--- src/rtl/e203_exu_disp_scbd.sv ---
// In-order outstanding-instruction scoreboard (OITF) beside EXU dispatch.
// Optional macro E203_SCBD_RET_BYPASS_EN: a retiring entry stops matching in its retire cycle.

`ifndef E203_RFIDX_WIDTH
`define E203_RFIDX_WIDTH 5
`endif
`ifndef E203_PC_SIZE
`define E203_PC_SIZE 32
`endif

module e203_exu_disp_scbd #(
    parameter int DEPTH = 2,
    parameter int PTR_W = 1
) (
    input  logic                         clk,
    input  logic                         rst_n,

    input  logic                         dis_ena,
    output logic                         dis_ready,
    output logic [PTR_W-1:0]             dis_ptr,

    input  logic                         disp_oitf_rs1en,
    input  logic                         disp_oitf_rs2en,
    input  logic                         disp_oitf_rs3en,
    input  logic                         disp_oitf_rs1fpu,
    input  logic                         disp_oitf_rs2fpu,
    input  logic                         disp_oitf_rs3fpu,
    input  logic [`E203_RFIDX_WIDTH-1:0] disp_oitf_rs1idx,
    input  logic [`E203_RFIDX_WIDTH-1:0] disp_oitf_rs2idx,
    input  logic [`E203_RFIDX_WIDTH-1:0] disp_oitf_rs3idx,
    input  logic                         disp_oitf_rdwen,
    input  logic                         disp_oitf_rdfpu,
    input  logic [`E203_RFIDX_WIDTH-1:0] disp_oitf_rdidx,
    input  logic [`E203_PC_SIZE-1:0]     disp_oitf_pc,

    output logic                         oitfrd_match_disprs1,
    output logic                         oitfrd_match_disprs2,
    output logic                         oitfrd_match_disprs3,
    output logic                         oitfrd_match_disprd,

    input  logic                         ret_ena,
    output logic [PTR_W-1:0]             ret_ptr,
    output logic [`E203_RFIDX_WIDTH-1:0] ret_rdidx,
    output logic                         ret_rdwen,
    output logic                         ret_rdfpu,
    output logic [`E203_PC_SIZE-1:0]     ret_pc,

    output logic                         oitf_empty
);

    logic [PTR_W-1:0]             wptr_q, wptr_d;
    logic [PTR_W-1:0]             rptr_q, rptr_d;
    logic                         wflg_q, wflg_d;
    logic                         rflg_q, rflg_d;
    logic [DEPTH-1:0]             valid_q, valid_d;

    logic                         rdwen_q [DEPTH];
    logic                         rdwen_d [DEPTH];
    logic                         rdfpu_q [DEPTH];
    logic                         rdfpu_d [DEPTH];
    logic [`E203_RFIDX_WIDTH-1:0] rdidx_q [DEPTH];
    logic [`E203_RFIDX_WIDTH-1:0] rdidx_d [DEPTH];
    logic [`E203_PC_SIZE-1:0]     pc_q    [DEPTH];
    logic [`E203_PC_SIZE-1:0]     pc_d    [DEPTH];

    logic full;
    logic empty;
    logic alloc_fire;
    logic ret_fire;

    assign empty = (wptr_q == rptr_q) && (wflg_q == rflg_q);
    assign full  = (wptr_q == rptr_q) && (wflg_q != rflg_q);

    assign dis_ready  = ~full;
    assign oitf_empty = empty;
    assign dis_ptr    = wptr_q;
    assign ret_ptr    = rptr_q;

    assign alloc_fire = dis_ena & ~full;
    assign ret_fire   = ret_ena & ~empty;

    assign ret_rdidx = rdidx_q[rptr_q];
    assign ret_rdwen = rdwen_q[rptr_q];
    assign ret_rdfpu = rdfpu_q[rptr_q];
    assign ret_pc    = pc_q[rptr_q];

    // Pointers wrap naturally at DEPTH (power of two); the flag toggles on that wrap.
    always_comb begin
        wptr_d = wptr_q;
        wflg_d = wflg_q;
        rptr_d = rptr_q;
        rflg_d = rflg_q;
        if (alloc_fire) begin
            wptr_d = wptr_q + 1'b1;
            if (wptr_q == PTR_W'(DEPTH - 1)) begin
                wflg_d = ~wflg_q;
            end
        end
        if (ret_fire) begin
            rptr_d = rptr_q + 1'b1;
            if (rptr_q == PTR_W'(DEPTH - 1)) begin
                rflg_d = ~rflg_q;
            end
        end
    end

    // Allocate and retire never target the same entry: alloc needs not-full, retire needs not-empty.
    always_comb begin
        valid_d = valid_q;
        for (int unsigned i = 0; i < DEPTH; i++) begin
            rdwen_d[i] = rdwen_q[i];
            rdfpu_d[i] = rdfpu_q[i];
            rdidx_d[i] = rdidx_q[i];
            pc_d[i]    = pc_q[i];
        end
        if (ret_fire) begin
            valid_d[rptr_q] = 1'b0;
        end
        if (alloc_fire) begin
            valid_d[wptr_q] = 1'b1;
            rdwen_d[wptr_q] = disp_oitf_rdwen;
            rdfpu_d[wptr_q] = disp_oitf_rdfpu;
            rdidx_d[wptr_q] = disp_oitf_rdidx;
            pc_d[wptr_q]    = disp_oitf_pc;
        end
    end

    always_ff @(posedge clk or negedge rst_n) begin
        if (!rst_n) begin
            wptr_q  <= '0;
            rptr_q  <= '0;
            wflg_q  <= 1'b0;
            rflg_q  <= 1'b0;
            valid_q <= '0;
        end else begin
            wptr_q  <= wptr_d;
            rptr_q  <= rptr_d;
            wflg_q  <= wflg_d;
            rflg_q  <= rflg_d;
            valid_q <= valid_d;
        end
    end

    // Entry payload is only meaningful while valid, so it carries no reset.
    always_ff @(posedge clk) begin
        for (int unsigned i = 0; i < DEPTH; i++) begin
            rdwen_q[i] <= rdwen_d[i];
            rdfpu_q[i] <= rdfpu_d[i];
            rdidx_q[i] <= rdidx_d[i];
            pc_q[i]    <= pc_d[i];
        end
    end

    always_comb begin
        logic live;
        oitfrd_match_disprs1 = 1'b0;
        oitfrd_match_disprs2 = 1'b0;
        oitfrd_match_disprs3 = 1'b0;
        oitfrd_match_disprd  = 1'b0;
        live                 = 1'b0;
        for (int unsigned i = 0; i < DEPTH; i++) begin
            live = valid_q[i] & rdwen_q[i];
`ifdef E203_SCBD_RET_BYPASS_EN
            if ((PTR_W'(i) == rptr_q) && ret_ena) begin
                live = 1'b0;
            end
`endif
            if (live && disp_oitf_rs1en && (rdidx_q[i] == disp_oitf_rs1idx)
                    && (rdfpu_q[i] == disp_oitf_rs1fpu)) begin
                oitfrd_match_disprs1 = 1'b1;
            end
            if (live && disp_oitf_rs2en && (rdidx_q[i] == disp_oitf_rs2idx)
                    && (rdfpu_q[i] == disp_oitf_rs2fpu)) begin
                oitfrd_match_disprs2 = 1'b1;
            end
            if (live && disp_oitf_rs3en && (rdidx_q[i] == disp_oitf_rs3idx)
                    && (rdfpu_q[i] == disp_oitf_rs3fpu)) begin
                oitfrd_match_disprs3 = 1'b1;
            end
            if (live && disp_oitf_rdwen && (rdidx_q[i] == disp_oitf_rdidx)
                    && (rdfpu_q[i] == disp_oitf_rdfpu)) begin
                oitfrd_match_disprd = 1'b1;
            end
        end
    end

endmodule

--- config.mk ---
export PLATFORM = sky130hd
export DESIGN_NAME = e203_exu_disp_scbd
export DESIGN_NICKNAME = d
export VERILOG_FILES = /design/src/rtl/e203_exu_disp_scbd.sv
export SDC_FILE = /design/constraint.sdc
export NUM_CORES = 1
export LEC_CHECK = 0
export ABC_CLOCK_PERIOD_IN_PS = 3200
export CAP_MARGIN = 40
export CORE_AREA = 2 2 77 134
export DETAILED_ROUTE_END_ITERATION = 12
export DIE_AREA = 0 0 79 136
export PLACE_DENSITY = 0.67
export SLEW_MARGIN = 5
export SYNTH_ARGS = -nofsm -noshare
export SYNTH_HDL_FRONTEND = slang
export SYNTH_SLANG_ARGS = --single-unit
export TNS_END_PERCENT = 30
--- constraint.sdc ---
create_clock -name clk -period 3.2 [get_ports clk]
set_clock_uncertainty 0.1 [all_clocks]
set_input_delay 0.8 -clock clk [delete_from_list [all_inputs] [get_ports clk]]
set_output_delay 0.8 -clock clk [all_outputs]
set_load 0.01 [all_outputs]
After elaboration in Yosys (flattened, before gate mapping)
Memory sizes are Yosys's and may differ from the RTL's.
Index checks and enable logic that the tools add are counted.
Word-level totals
  register bits: 6
  bits in latches: 0
  bits in writable memories: 78
  bits in read-only memories: 0
  input bits: 64
  output and inout bits: 47
  word-level logic and storage cells: 107
  memories kept: 4
Cells by class
  $add $sub $neg: 2
  multipliers: 0
  div/mod/pow operators: 0
  order comparisons: 6
  eq/ne operators: 19
  shifts and indexed selects: 0
  multiplexer cells: 28
  bitwise logic cells: 12
  reductions and logical operators: 31
Memories
  pc_q: depth 2, width 32, read ports 3, clocked after memory_dff 0, wr ports 2, RTL line 63  | logic [`E203_PC_SIZE-1:0] pc_q [DEPTH];
  rdidx_q: depth 2, width 5, read ports 3, clocked after memory_dff 0, wr ports 2, RTL line 61  | logic [`E203_RFIDX_WIDTH-1:0] rdidx_q [DEPTH];
  rdfpu_q: depth 2, width 1, read ports 3, clocked after memory_dff 0, wr ports 2, RTL line 59  | logic rdfpu_q [DEPTH];
  rdwen_q: depth 2, width 1, read ports 3, clocked after memory_dff 0, wr ports 2, RTL line 57  | logic rdwen_q [DEPTH];
Operator list (number)
  $bwmux 64: 1
  $mux 64: 1
  $eq 5x5->1: 8
  $demux 32 s1: 1
  $mux 32: 1
  $logic_and 1x1->1: 29
  $mux 1: 11
  $bwmux 10: 1
  $eq 1x1->1: 10
  $mux 10: 1
  $mux 2: 4
  $demux 5 s1: 1
  $mux 5: 1
  $and 1x1->1: 4
  $bwmux 2: 2
  $lt 1x2->1 const B: 2
  $not 1->1: 4
  $reduce_and 2->1: 2
  $demux 1 s1: 3
  $add 1x1->1 const B: 2
  $and 2x2->2: 1
  $ge 1x1->1 const B: 2
  $ge 2x2->1 const B: 1
  $lt 2x1->1 const B: 1
  4 further kinds: 4

Depth between registers and ports, before layout
Gate-level depths: netlist of the first run.
  depth in word-level cells: 9
  gate-level depth with buffers: 5

Worst setup path before layout of the first run
No wires, ideal clock.
  path type: in2reg
  start point: in dis_ena
  end point: mem pc_q[1][0] (netlist bit), enable pin
  data arrival time: 2.843 ns
  required time: 2.650 ns
  slack: -0.193 ns
  stages on the path: 2
  path buffers: 0
  cell sequence: nand2_1 > a21oi_1
RTL lines
  from (decl): RTL line 18  | input logic dis_ena,
  to (decl): RTL line 63

Final worst setup path of the first run
  start point: in disp_oitf_rdidx[0]
  end point: out oitfrd_match_disprd
On the way
  cells in the longest elaborated chain, start to end: 5
  elaborated cells between the ends (all ways): 8
Ends and longest elaborated chain
  from (decl): RTL line 33  | input logic [`E203_RFIDX_WIDTH-1:0] disp_oitf_rdidx,
  $eq 5x5->1: RTL line 180  | if (live && disp_oitf_rdwen && (rdidx_q[i] == disp_oitf_rdidx)
  $logic_and 1x1->1: RTL line 180
  $logic_and 1x1->1: RTL line 181  | && (rdfpu_q[i] == disp_oitf_rdfpu)) begin
  $mux 1: RTL line 180
  $mux 1 *: RTL line 180
  to (decl): RTL line 39  | output logic oitfrd_match_disprd,
Every way passes the cells marked *; elsewhere a longest branch is shown, timed or not.

==> results.json, run 1 <==
{
  "cts-root-buf": "clkbuf_16",
  "numClockSinks": 84,
  "cp_max_fo": 4,
  "min_period_ns": 3.06,
  "met3_usage_pct": 3.25,
  "layout.nets": 426,
  "seq_area_frac_synth_pct": 66.4,
  "grt_overflow": 0,
  "grt_pass1_wl_um": 12900,
  "synth_ff_type": "edfxtp_1",
  "place_ws_ns": -0.266,
  "grt_max_degree": 28,
  "synth_edf_count": 78,
  "switchingPower_uw": 1390,
  "antenna_found_initial": 0,
  "seqPwrFrac_pct": 38.5,
  "gr-max-usage-layer": "met2",
  "initial_core_util_pct": 38.6,
  "post_cts_buffers": 0,
  "cts_tree": "built",
  "drv_cap": 0,
  "vias": 2400,
  "vias_per_cell": 4.88,
  "p_leak_uw": 0.00184,
  "cts_max_level": 3,
  "clk_pin_slew_ns": 0.06,
  "coreArea_mm2": 0.00973,
  "status": "complete, no violations",
  "p_clk_share_pct": 22.5,
  "drive_gt1_share_pct": 21.5,
  "fp-row-count": 48,
  "worst_slew_pin_slew_ns": 0.458,
  "synthArstFlopShare_pct": 7.14,
  "num_antenna_cells": 0,
  "rsz0062_at_grt": "no",
  "synth_top_area_cell": "edfxtp_1",
  "syn_area_mm2": 0.00376,
  "syn_nets": 306,
  "vdd_drop_max_mv": 0.494,
  "synth_top_area_share_pct": 62.4,
  "cp.required_ns": 2.30,
  "wire_per_inst_um": 16.9,
  "num_io_pins": 111,
  "syn_area_per_cell_um2": 15.5,
  "comb_power_share_pct": 39.0,
  "hp-class": "flip-flop to flip-flop",
  "crit_type": "primary input to output pin",
  "use_met1_pct": 17.0,
  "track_usage_pct": 16.2,
  "relSlewSlack_pct": 69.4,
  "netlist_top_cells_area": "edfxtp_1, mux2_2, xnor2_1",
  "portBuffers": 110,
  "die-height_um": 136,
  "p_sw_share_pct": 30.5,
  "floorplan.die_area_mm2": 0.0107,
  "clockBufferDepth": 2,
  "fillCellCount": 844,
  "p_int_uw": 3180,
  "slew_viol_final": 0,
  "synthToLayoutAreaGrowth_pct": 43.3,
  "dr.pass1.iters": 4,
  "setup_viol": 0,
  "ant_nets": 0,
  "synth_cells": 242,
  "clk_latency_ns": 0.32,
  "setup.worst_path.start_class": "primary input",
  "place.gp.congestion": 0.880,
  "yosys.cell_count.top_type": "edfxtp_1",
  "ys_ff_latch": 84,
  "ys_top_cells_by_count": "edfxtp_1, xnor2_1, mux2_2, nand4_1, clkbuf_1",
  "clock.fmax_mhz": 327,
  "cp-end-kind": "output pin",
  "drc": 0,
  "finalWirelength_um": 8330,
  "fin_ws_ns": 0.140,
  "drt_iter0_markers": 118,
  "arrival_ns": 2.16,
  "yosysWarnings": 0,
  "cts_hold_buf": 0,
  "post-dp-hpwl_um": 6000,
  "met2_usage_pct": 30.1,
  "ys_types": 25,
  "grt_pass1_vias": 2559,
  "cts_inserted_buffers": 9,
  "final_hold_viol_count": 0,
  "placed_cell_area_mm2": 0.00509,
  "fin_crit_sh_pct": 95.6,
  "p_per_area_mw_per_mm2": 849,
  "fp.dieW_um": 79,
  "stdcell_area_mm2": 0.00538
}
==> sequential cells by signal, summed over array words and instances, names as in the netlist <==
| name | count |
|---|---|
| rflg_q | 1 |
| wflg_q | 1 |
| rdfpu_q | 2 |
| rdwen_q | 2 |
| dis_ptr | 1 |
| valid_q | 2 |
| ret_ptr | 1 |
| pc_q | 64 |
| rdidx_q | 10 |
==> timing repair <==
| action | in CTS | in global routing |
|---|---|---|
| setup endpoints to repair | 4 | 1 |
| pin swaps | 1 | 1 |
| resized for setup | 7 | 1 |
==> power groups by stage <==
stage	clock network [uW]	registers, uW	logic, uW
after floorplan	0	1650	1030
after global placement	0	1770	1800
after detailed placement	0	1790	1810
after CTS	1050	1770	1820
after global routing	1100	1800	1920
final	1030	1760	1780
==> layer usage <==
| metal | routed length (um) | part of all wire [%] |
|---|---|---|
| met1 | 3130 | 38 |
| met2 | 4660 | 56 |
| met4 | 208 | 2.5 |
| met3 | 327 | 3.9 |
| met5 | 0 | 0 |
==> critical path, stage by stage <==
cell and delay, ns:
clkdlybuf4s50_1 0.56, xnor2_1 0.14, nand4_1 0.14, o22ai_1 0.21, dlygate4sd2_1 0.30
==> cell type report <==
type | count | area [um^2] | share of cell area (%)
flip-flops and latches | 84 | 2490 | 46.3
repair buffers | 127 | 1230 | 22.9
well taps | 125 | 156 | 2.91
clock inverters | 7 | 73.8 | 1.37
inverters | 2 | 7.51 | 0.140
multi-input cells | 138 | 1190 | 22.2
clock buffers | 9 | 225 | 4.19
==> through the flow <==
step	hold WS (ns)	instances	utilization, %	TNS, ns	total power (uW)
after floorplan	0.404	242	-	0	2680
after CTS	0.485	492	55.4	0	4640
after global routing	0.513	492	55.3	0	4820
final	0.480	492	55.3	0	4570
after global placement	0.440	476	52.3	-0.544	3570
after detailed placement	0.467	476	52.3	-0.518	3590
==> cell families (layout without fill, tap and decap cells) <==
| group | count (synthesis) | after routing | share of synthesized area [%] |
|---|---|---|---|
| xor+xnor | 50 | 50 | 11.9 |
| compound gates | 17 | 17 | 2.60 |
| buf+inv | 20 | 145 | 2.37 |
| flops | 84 | 84 | 66.4 |
| simple gates | 30 | 30 | 4.43 |
| mux | 41 | 41 | 12.4 |
==> layout by cell type, fill, tap and decap left out, types with 2 or more instances in the layout <==
master	Yosys	layout
inv_6	0	2
edfxtp_1	78	78
clkdlybuf4s50_1	0	105
mux2_2	40	40
xor2_1	7	7
a21oi_1	6	5
clkinv_2	0	2
o22ai_1	4	4
inv_1	2	2
nand2_1	4	4
clkbuf_16	0	9
o21ai_0	2	2
and2_1	2	2
dlygate4sd2_1	0	4
dfrtp_1	6	5
xnor2_1	42	42
buf_4	1	16
nand4_1	15	15
nand2b_1	2	2
a31oi_1	2	2
nor2_1	5	4
==> path summary, 6_finish.rpt <==
path	start	end	slack, ns	cells after the start
max	disp_oitf_rdidx[0]	oitfrd_match_disprd	0.14	5
min	valid_q[0]	valid_q[0]	0.48	2
max reg2reg	ret_ptr	rdfpu_q[0]	1.13	6
min reg2reg	valid_q[0]	valid_q[0]	0.48	2
max in group asynchronous	rst_n	ret_ptr	2.11	1
min in group asynchronous	rst_n	dis_ptr	0.63	1
No activity file was read; power rests on OpenSTA's default activity.
==> run 2: changes to the inputs <==
Settings changed: CORE_AREA 2 2 77 134 to 2 2 98 171, DIE_AREA 0 0 79 136 to 0 0 100 173, PLACE_DENSITY 0.67 to 0.44, SKIP_CTS_REPAIR_TIMING from default to 1.
==> run 2 against run 1 <==
Wire length rose by 14%. Core utilization fell by 21 points. Register-to-register slack improved by 0.26 ns. Critical path depth rose by 2. Worst setup slack got worse by 0.041 ns. Fmax fell by 1.3%. Combinational power rose by 6%. Sequential power fell by 3%. Clock-buffer cell count rose by 1. Die area rose by 61%. Hold slack barely moved. Non-clock buffer count did not move. Largest cell class unchanged. Largest power group unchanged. Highest routed layer unchanged.
==> results.json, run 2 (synthesis results as in run 1) <==
{
  "relSlewSlack_pct": 70.7,
  "drv_cap": 0,
  "cts_tree": "built",
  "vias": 2363,
  "crit_type": "primary input to output pin",
  "rsz0062_at_grt": "no",
  "tns_ns": 0,
  "p_leak_uw": 0.00188,
  "vdd_drop_max_mv": 0.336,
  "floorplan.die_area_mm2": 0.0173,
  "timing.rr.start": "dis_ptr",
  "clk_pin_slew_ns": 0.06,
  "wire_per_inst_um": 17.1,
  "fp.dieW_um": 100,
  "fin_crit_sh_pct": 96.9,
  "status": "complete, no violations",
  "final_util_pct": 34.7,
  "grt_max_degree": 51,
  "finalWirelength_um": 9530,
  "drt_iter0_markers": 99,
  "stdcell_area_mm2": 0.00551,
  "setup.worst_path.start_class": "primary input",
  "cts_max_level": 3,
  "initial_core_util_pct": 23.7,
  "numClockSinks": 84,
  "cp.required_ns": 2.30,
  "slew_viol_final": 0,
  "ant_nets": 0,
  "cts-root-buf": "clkbuf_16",
  "crit_path_end": "oitfrd_match_disprs3",
  "placed_cell_area_mm2": 0.00520,
  "worst_slew_pin_slew_ns": 0.440,
  "layout_common_cells": "clkdlybuf4s50_1, edfxtp_1, xnor2_1",
  "cp_max_fo": 2,
  "portBuffers": 110,
  "crit-reg2reg-capture": "pc_q[1][8]",
  "largest_reg_flops": 64,
  "vias_per_cell": 4.25,
  "final_hold_viol_count": 0,
  "hold_ws_ns": 0.480,
  "place.gp.congestion": 0.790,
  "clock.fmax_mhz": 322,
  "clockBufferDepth": 2,
  "cp-end-kind": "output pin",
  "dr.pass1.iters": 4,
  "track_usage_pct": 11.2,
  "hp-class": "flip-flop to flip-flop",
  "coreArea_mm2": 0.0159,
  "min_period_ns": 3.10,
  "layout.nets": 426,
  "regMostFlops": "pc_q",
  "fp-row-count": 61,
  "drive_gt1_share_pct": 21.5,
  "num_antenna_cells": 0,
  "grt_pass1_wl_um": 14300,
  "rr_worst_depth": 3,
  "post-dp-hpwl_um": 6630,
  "die-height_um": 173,
  "p_per_area_mw_per_mm2": 844,
  "grt_overflow": 0,
  "drc": 0,
  "num_io_pins": 111,
  "power_uw": 4650,
  "layout_commonest_cell": "clkdlybuf4s50_1",
  "clk_latency_ns": 0.34,
  "setup_viol": 0,
  "cts_inserted_buffers": 9,
  "r2r_slack_ns": 1.39,
  "arrival_ns": 2.20,
  "antenna_found_initial": 0,
  "crit_start": "disp_oitf_rs3idx[2]",
  "synthToLayoutAreaGrowth_pct": 46.6,
  "top_regs": "pc_q x64, rdidx_q x10",
  "grt_pass1_vias": 2543
}
[run 2: cell count changes in the layout (fill, tap and decap cells not counted), sizes merged]
cell,before,now
dlygate4sd2,4,0
dlymetal6s2s,0,3
clkbuf,9,11
clkinv,3,1
buf,18,17
clkdlybuf4s50,105,106
inv,4,5
[run 2: where the power goes]
group | total, uW | switching [uW] | internal, uW
clock | 1060 | 449 | 615
sequential | 1700 | 154 | 1550
combinational | 1880 | 847 | 1030
total | 4650 | 1450 | 3200
[run 2: routing by layer]
layer / wire (um) / vias up / GRT usage [%]
met5: 0 / - / 0
met2: 5410 / 67 / 21.3
li1: - / 1129 / -
met1: 3490 / 1154 / 10.8
met3: 371 / 13 / 2.63
met4: 263 / 0 / 5.94
[run 2: final cells by class]
| class | count | area, um^2 |
|---|---|---|
| timing repair buffer | 127 | 1270 |
| clock inverter | 6 | 71.3 |
| sequential | 84 | 2490 |
| multi-input combinational | 138 | 1200 |
| tap | 189 | 236 |
| fill | 1602 | 10400 |
| clock buffer | 10 | 229 |
| inverter | 2 | 7.51 |
[run 2: worst min-delay path by stage]
| stage | from | cells after the start | slack, ns | endpoint |
|---|---|---|---|---|
| 6_report | valid_q[0] | 2 | 0.48 | valid_q[0] |
| 5_1_grt | valid_q[0] | 2 | 0.52 | valid_q[0] |
| 4_1_cts | valid_q[0] | 2 | 0.48 | valid_q[0] |
| 3_5_place_dp | valid_q[0] | 2 | 0.46 | valid_q[0] |
| 3_3_place_gp | valid_q[0] | 2 | 0.44 | valid_q[0] |
| 2_1_floorplan | rst_n | 0 | 0.40 | dis_ptr |
[run 2: critical path, stage by stage]
cell             delay (ns)
clkdlybuf4s50_1        0.43
xor2_1                 0.16
nor4_1                 0.28
buf_4                  0.17
nand4_1                0.08
o21ai_1                0.11
clkbuf_2               0.17
[run 2: per-stage QoR]
step | worst slack [ns] | cells
final | 0.0987 | 556
after global placement | -0.356 | 540
after global routing | 0.0146 | 556
after detailed placement | -0.330 | 540
after floorplan | 0.159 | 242
after CTS | -0.331 | 556
